===== src/rtl/mult_mac_pipe.sv =====
// mult_mac_pipe: pipelined WIDTH x WIDTH multiplier with optional accumulation.
// Stage 1 captures operands, stages 2..STAGES-1 carry the extended product,
// stage STAGES is the accumulator, which drives y directly.
//
// Handshake: an input beat transfers when in_valid && in_ready, an output beat
// when out_valid && out_ready. The whole pipe stalls as one unit: it advances
// when the output register is empty or being drained, so in_ready is simply
// that advance term. Nothing moves while advance is low, so y and out_valid
// are stable under backpressure and input changes are ignored.
module mult_mac_pipe #(
   parameter int WIDTH     = 8,
   parameter int STAGES    = 3,
   parameter int ACC_GUARD = 8
) (
   input  logic                         clk,
   input  logic                         rst_n,
   input  logic                         in_valid,
   output logic                         in_ready,
   input  logic [WIDTH-1:0]             a,
   input  logic [WIDTH-1:0]             b,
   input  logic                         signed_mode,
   input  logic                         acc_en,
   output logic                         out_valid,
   input  logic                         out_ready,
   output logic [2*WIDTH+ACC_GUARD-1:0] y
);

   localparam int YW = 2 * WIDTH + ACC_GUARD;
   localparam int NP = STAGES - 2;   // number of product register stages

   logic                 advance;

   // stage 1: operand capture
   logic                 s1_valid;
   logic [WIDTH-1:0]     s1_a;
   logic [WIDTH-1:0]     s1_b;
   logic                 s1_signed;
   logic                 s1_acc_en;

   // product path
   logic [2*WIDTH-1:0]   prod_u;
   logic [2*WIDTH-1:0]   prod_s;
   logic [YW-1:0]        prod_ext;
   logic [YW-1:0]        p_data [NP];
   logic [NP-1:0]        p_valid;
   logic [NP-1:0]        p_acc_en;

   assign advance  = !out_valid || out_ready;
   assign in_ready = advance;

   // Capture operands and their mode bits; a bubble loads in_valid=0.
   always_ff @(posedge clk or negedge rst_n) begin
      if (!rst_n) begin
         s1_valid  <= 1'b0;
         s1_a      <= '0;
         s1_b      <= '0;
         s1_signed <= 1'b0;
         s1_acc_en <= 1'b0;
      end else if (advance) begin
         s1_valid  <= in_valid;
         s1_a      <= a;
         s1_b      <= b;
         s1_signed <= signed_mode;
         s1_acc_en <= acc_en;
      end
   end

   // Full-width product; the signed form multiplies sign-extended operands so
   // the low 2*WIDTH bits are the exact two's-complement product, which is
   // then extended to the accumulator width according to its own mode.
   always_comb begin
      prod_u   = {{WIDTH{1'b0}}, s1_a} * {{WIDTH{1'b0}}, s1_b};
      prod_s   = {{WIDTH{s1_a[WIDTH-1]}}, s1_a} * {{WIDTH{s1_b[WIDTH-1]}}, s1_b};
      prod_ext = YW'(prod_u);
      if (s1_signed) begin
         prod_ext = YW'($signed(prod_s));
      end
   end

   // Product register chain: stage 2 takes the new product, later ones shift.
   always_ff @(posedge clk or negedge rst_n) begin
      if (!rst_n) begin
         for (int i = 0; i < NP; i++) begin
            p_data[i] <= '0;
         end
         p_valid  <= '0;
         p_acc_en <= '0;
      end else if (advance) begin
         p_data[0]   <= prod_ext;
         p_valid[0]  <= s1_valid;
         p_acc_en[0] <= s1_acc_en;
         for (int i = 1; i < NP; i++) begin
            p_data[i]   <= p_data[i-1];
            p_valid[i]  <= p_valid[i-1];
            p_acc_en[i] <= p_acc_en[i-1];
         end
      end
   end

   // Accumulator / output register; bubbles clear out_valid but leave y alone.
   // The add wraps silently at YW bits.
   always_ff @(posedge clk or negedge rst_n) begin
      if (!rst_n) begin
         out_valid <= 1'b0;
         y         <= '0;
      end else if (advance) begin
         out_valid <= p_valid[NP-1];
         if (p_valid[NP-1]) begin
            if (p_acc_en[NP-1]) begin
               y <= y + p_data[NP-1];
            end else begin
               y <= p_data[NP-1];
            end
         end
      end
   end

endmodule

===== config.mk =====
export PLATFORM = sky130hd
export DESIGN_NAME = mult_mac_pipe
export DESIGN_NICKNAME = d
export VERILOG_FILES = /design/src/rtl/mult_mac_pipe.sv
export SDC_FILE = /design/constraint.sdc
export NUM_CORES = 1
export LEC_CHECK = 0
export BUFFER_PORTS_ARGS = -buffer_cell sky130_fd_sc_hd__clkbuf_2
export CORE_UTILIZATION = 45
export CTS_CLUSTER_DIAMETER = 120
export DETAILED_ROUTE_END_ITERATION = 8
export PLACE_DENSITY = 0.66
export SYNTH_ARGS = -nofsm -noshare
export SYNTH_HDL_FRONTEND = slang
export SYNTH_SLANG_ARGS = --single-unit

===== constraint.sdc =====
create_clock -name clk -period 6.2 [get_ports clk]
set_input_delay 0.31 -clock clk [delete_from_list [all_inputs] [get_ports clk]]
set_output_delay 0.31 -clock clk [all_outputs]
set_load 0.02 [all_outputs]

Yosys cells after proc, flatten, opt, wreduce, memory -nomap -nowiden
Index checks and enable logic that the tools add are counted.
{"block": "op_classes", "add_sub_neg": 1, "mul": 2, "reduce_logical": 3, "n_mux": 2}
{"cell": "$mux 24", "n": 2}
{"cell": "$mul 8x8->16", "n": 2}
{"cell": "$add 24x24->24", "n": 1}
{"cell": "$reduce_and 2->1", "n": 1}
{"cell": "$logic_not 1->1", "n": 1}
{"cell": "$logic_or 1x1->1", "n": 1}
{"block": "word_totals", "word_cells": 18, "output_inout_bits": 26, "regBits": 70, "in_bits": 22}

Logic depth before layout (Yosys ltp)
{"block": "logic_depth", "depth_word": 3, "depth_mapped": 23}

Worst setup path after synthesis
OpenSTA, ideal clock, no wires.
{"block": "synth_path", "kind": "reg2reg", "from": "register s1_b[7]", "to": "register p_data[12] (netlist name)", "setup_slack_ns": 1.630, "t_arrival_ns": 4.422, "setup_ns": 0.148, "synth_period_minus_slack_ns": 4.570, "path_stages_with_launch": 19, "t_required_ns": 6.052, "cell_sequence": "dfrtp_1 > clkbuf_1 > and2_1 > fa_1 > inv_1 > fa_1 > inv_1 > fa_1 > inv_1 > fa_1 > inv_1 > ha_1 > or3_1 > o211a_1 > a41oi_1 > nor2b_1 > xnor2_1 > o21ai_0 > a21oi_1"}
{"block": "synth_between", "elab_chain_len": 2, "elab_cells_between_ends": 3, "cone_classes": "mul (2); mux (1)"}
{"element": "start, declared", "line": "36", "source": "logic [WIDTH-1:0] s1_b;"}
{"element": "start signal, assigned", "line": "56", "source": "s1_b <= '0;"}
{"element": "start signal, assigned", "line": "62", "source": "s1_b <= b;"}
{"element": "$mul 8x8->16, on equally long branches", "line": "72, 73"}
{"element": "$mux 24 (*)", "line": "75", "source": "if (s1_signed) begin"}
{"element": "end signal, assigned by index", "line": "93", "source": "p_data[i] <= p_data[i-1];"}
{"element": "end, declared", "line": "44", "source": "logic [YW-1:0] p_data [NP];"}
Mark *: on every way between the ends. The rest lies on a longest branch, timed or not.
A chain may end at the register's enable or synchronous reset.

Final worst setup path
{"block": "layout_path", "from": "register s1_b[7]", "to": "register p_data[15] (netlist name)"}
The elaborated chain is that of the path after synthesis.

==> impl_metrics.toml <==
[final_layout]
syn2layout_area_growth_pct = 9.04
final_layout_size_suffix_gt1_frac = 0.0872
stdcell_area_um2 = 8480
fin_nets = 1124
antenna_cells = 0
fin_util = 0.506

[sta]
rsz0062_at_grt = "no"
maxSlewHeadroom = 0.474
max_freq_mhz = 203
drv_slew = 0
tns_ns = 0
period_minus_slack_ns = 4.92
hold_violations = 0
fin_hold_ws_ns = 0.00531
setup_viol = 0
skew_ns = 0.0102
post-route-period-util = 0.793
worst_pin_slew_ns = 0.789

[place]
gp_congestion = 0.864
post-dp-hpwl_mm = 13.8
portBuffers = 47
place_area_um2 = 8190

[detailed_routing]
firstDrtPassIters = 4
drt_iter0_markers = 277
final_antenna_net_count = 0
finalWirelength_mm = 17.2
drc = 0
vias = 5837
drt-wirelength-per-cell_um = 14.8
viasPerCell = 5.03

[cts]
cts_buffers = 9
clk_pin_slew_ns = 0.06
htreeDepth = 3
clk_latency_ns = 0.36
numClockSinks = 63
hold_buffers = 0
clock-root-buffer = "clkbuf_16"
cts_max_path_buffers = 2
cts_tree = "yes"
postCtsSetupBuffers = 0
cts_resized = 0

[job]
max-cap-violations = 0

[global_route]
grt-ovfl-total = 0
grt_pass1_vias = 5957
antenna_found_initial = 0
grt_max_degree = 52
grt_pass1_wl_mm = 29.1
grtUsageTotal = 0.208

[setup_path]
worstPathRequired_ns = 6.46
startpoint_type = "register"
path_class = "reg -> reg"
rrSetupSlack_ns = 1.28
slowest_stage = "fa_1"
critPathTopFamily = "adder cells"
worstPathMaxFanout = 10
r2r-start = "s1_b[7]"
crit_buf_inv = 5
cp-end-kind = "register"
reg2regPathDepth = 17
cp_cell_sequence = "clkinv_1, fa_1, fa_1, inv_1, fa_1, inv_1, fa_1, inv_1, ha_1, inv_1, o21a_1, o21ai_0, a211oi_1, a21oi_1, xnor2_1, o2bb2a_1, o31ai_1"
max_stage_delay_ns = 0.57
critical_path_arrival_ns = 5.17
r2r-end = "p_data[15]"

[yosys]
synth_edf_count = 0
netlist_area_um2 = 7780
synthFlopType = "dfrtp_1"
synthTopCellsByArea = "fa_1 (22%), dfrtp_1 (20%), ha_1 (13%)"
postSynthAreaPerCell_um2 = 8.63
netlist_top_cells_count = "inv_1 (164), nand2_1 (138), fa_1 (86), ha_1 (81), dfrtp_1 (63)"
synth.distinct_cells = 51
yosysTopAreaCell = "fa_1"
synth_top_area_share = 0.221
synthCells = 902
yosysMostFrequentCell = "inv_1"
async_flop_share = 1.00
synth_seq_cells = 63
synth_seq_area_share = 0.203
yosysWarnings = 0
syn-num-nets = 1091

[outcome]
status = "completed"

[floorplan]
io_pins = 48
core_area_um2 = 16800
fp.dieW_um = 133
initial_core_util = 0.464
fp.dieArea_um2 = 17800
die_y_um = 133
rows = 47

[worst_hold_path]
hold_class = "in -> async"
[cell families (layout without fill, tap and decap cells)]
kind of cell,after synthesis,count (layout),synth area share
AOI/OAI and AO/OA,160,160,0.131
muxes,12,12,0.0156
and+or+nand+nor,261,261,0.152
DFF,63,63,0.203
adders and majority gates,167,167,0.352
buffers and inverters,195,233,0.0979
xor gates and xnor gates,44,44,0.0495
[state kept, by name (all words and copies together) (netlist names)]
| name | count |
|---|---|
| y | 24 |
| s1_signed | 1 |
| s1_b | 8 |
| p_data | 17 |
| s1_acc_en | 1 |
| out_valid | 1 |
| s1_valid | 1 |
| p_acc_en | 1 |
| p_valid | 1 |
| s1_a | 8 |
[layout by cell type (no fill, tap or decap), types with 3 or more instances in the layout]
master / netlist / final
ha_1: 81 / 81
xnor2_1: 30 / 30
nand2b_1: 6 / 6
o31ai_1: 4 / 4
xor2_1: 14 / 14
nand3_1: 10 / 10
and2_1: 37 / 37
dfrtp_1: 63 / 63
nor2b_1: 9 / 8
o211ai_1: 4 / 4
a31oi_1: 4 / 4
nor2_1: 34 / 34
nand4_1: 3 / 3
buf_4: 0 / 5
mux2i_1: 11 / 11
a211oi_1: 5 / 5
or3_1: 5 / 5
and3_1: 7 / 7
inv_1: 164 / 163
clkbuf_8: 3 / 3
clkbuf_16: 0 / 9
o21a_1: 5 / 5
fa_1: 86 / 86
o21bai_1: 7 / 7
a21o_1: 14 / 14
o21ai_0: 47 / 47
nand2_1: 138 / 138
clkbuf_2: 0 / 46
nor3_1: 8 / 8
a21oi_1: 52 / 52
[worst max path at each step]
| stage | startpoint | to | cells after the start |
|---|---|---|---|
| after detailed placement | s1_b[7] | p_data[15] | 17 |
| after floorplan | s1_b[7] | p_data[12] | 18 |
| after global placement | s1_b[7] | p_data[15] | 17 |
| after global routing | s1_b[7] | p_data[15] | 17 |
| after CTS | s1_b[7] | p_data[15] | 17 |
| final | s1_b[7] | p_data[15] | 17 |
[routing by layer]
metal  share of wire  wire [µm]  track usage  vias to the layer above
met5               0          0            0                        -
met3           0.029        498       0.0354                       23
li1                -          -            -                     2944
met4           0.017        292       0.0631                        0
met2            0.47       8070        0.350                       84
met1            0.49       8360        0.272                     2786
[final cells by class]
cell class | instances | area, µm²
Tap cell | 220 | 275
Clock buffer | 12 | 267
Timing Repair Buffer | 52 | 273
Clock inverter | 4 | 28.8
Fill cell | 1624 | 8280
Multi-Input combinational cell | 644 | 5450
Sequential cell | 63 | 1580
Inverter | 165 | 619
[stage by stage]
stage	setup slack, ns	cells
finish	1.28	1160
global route	1.01	1160
CTS	1.29	1160
detailed placement	1.35	1144
global placement	1.43	1144
floorplan	1.63	902
Power is not shown: default switching activity piles up to over one toggle a cycle in this logic, so the estimate is an artifact.
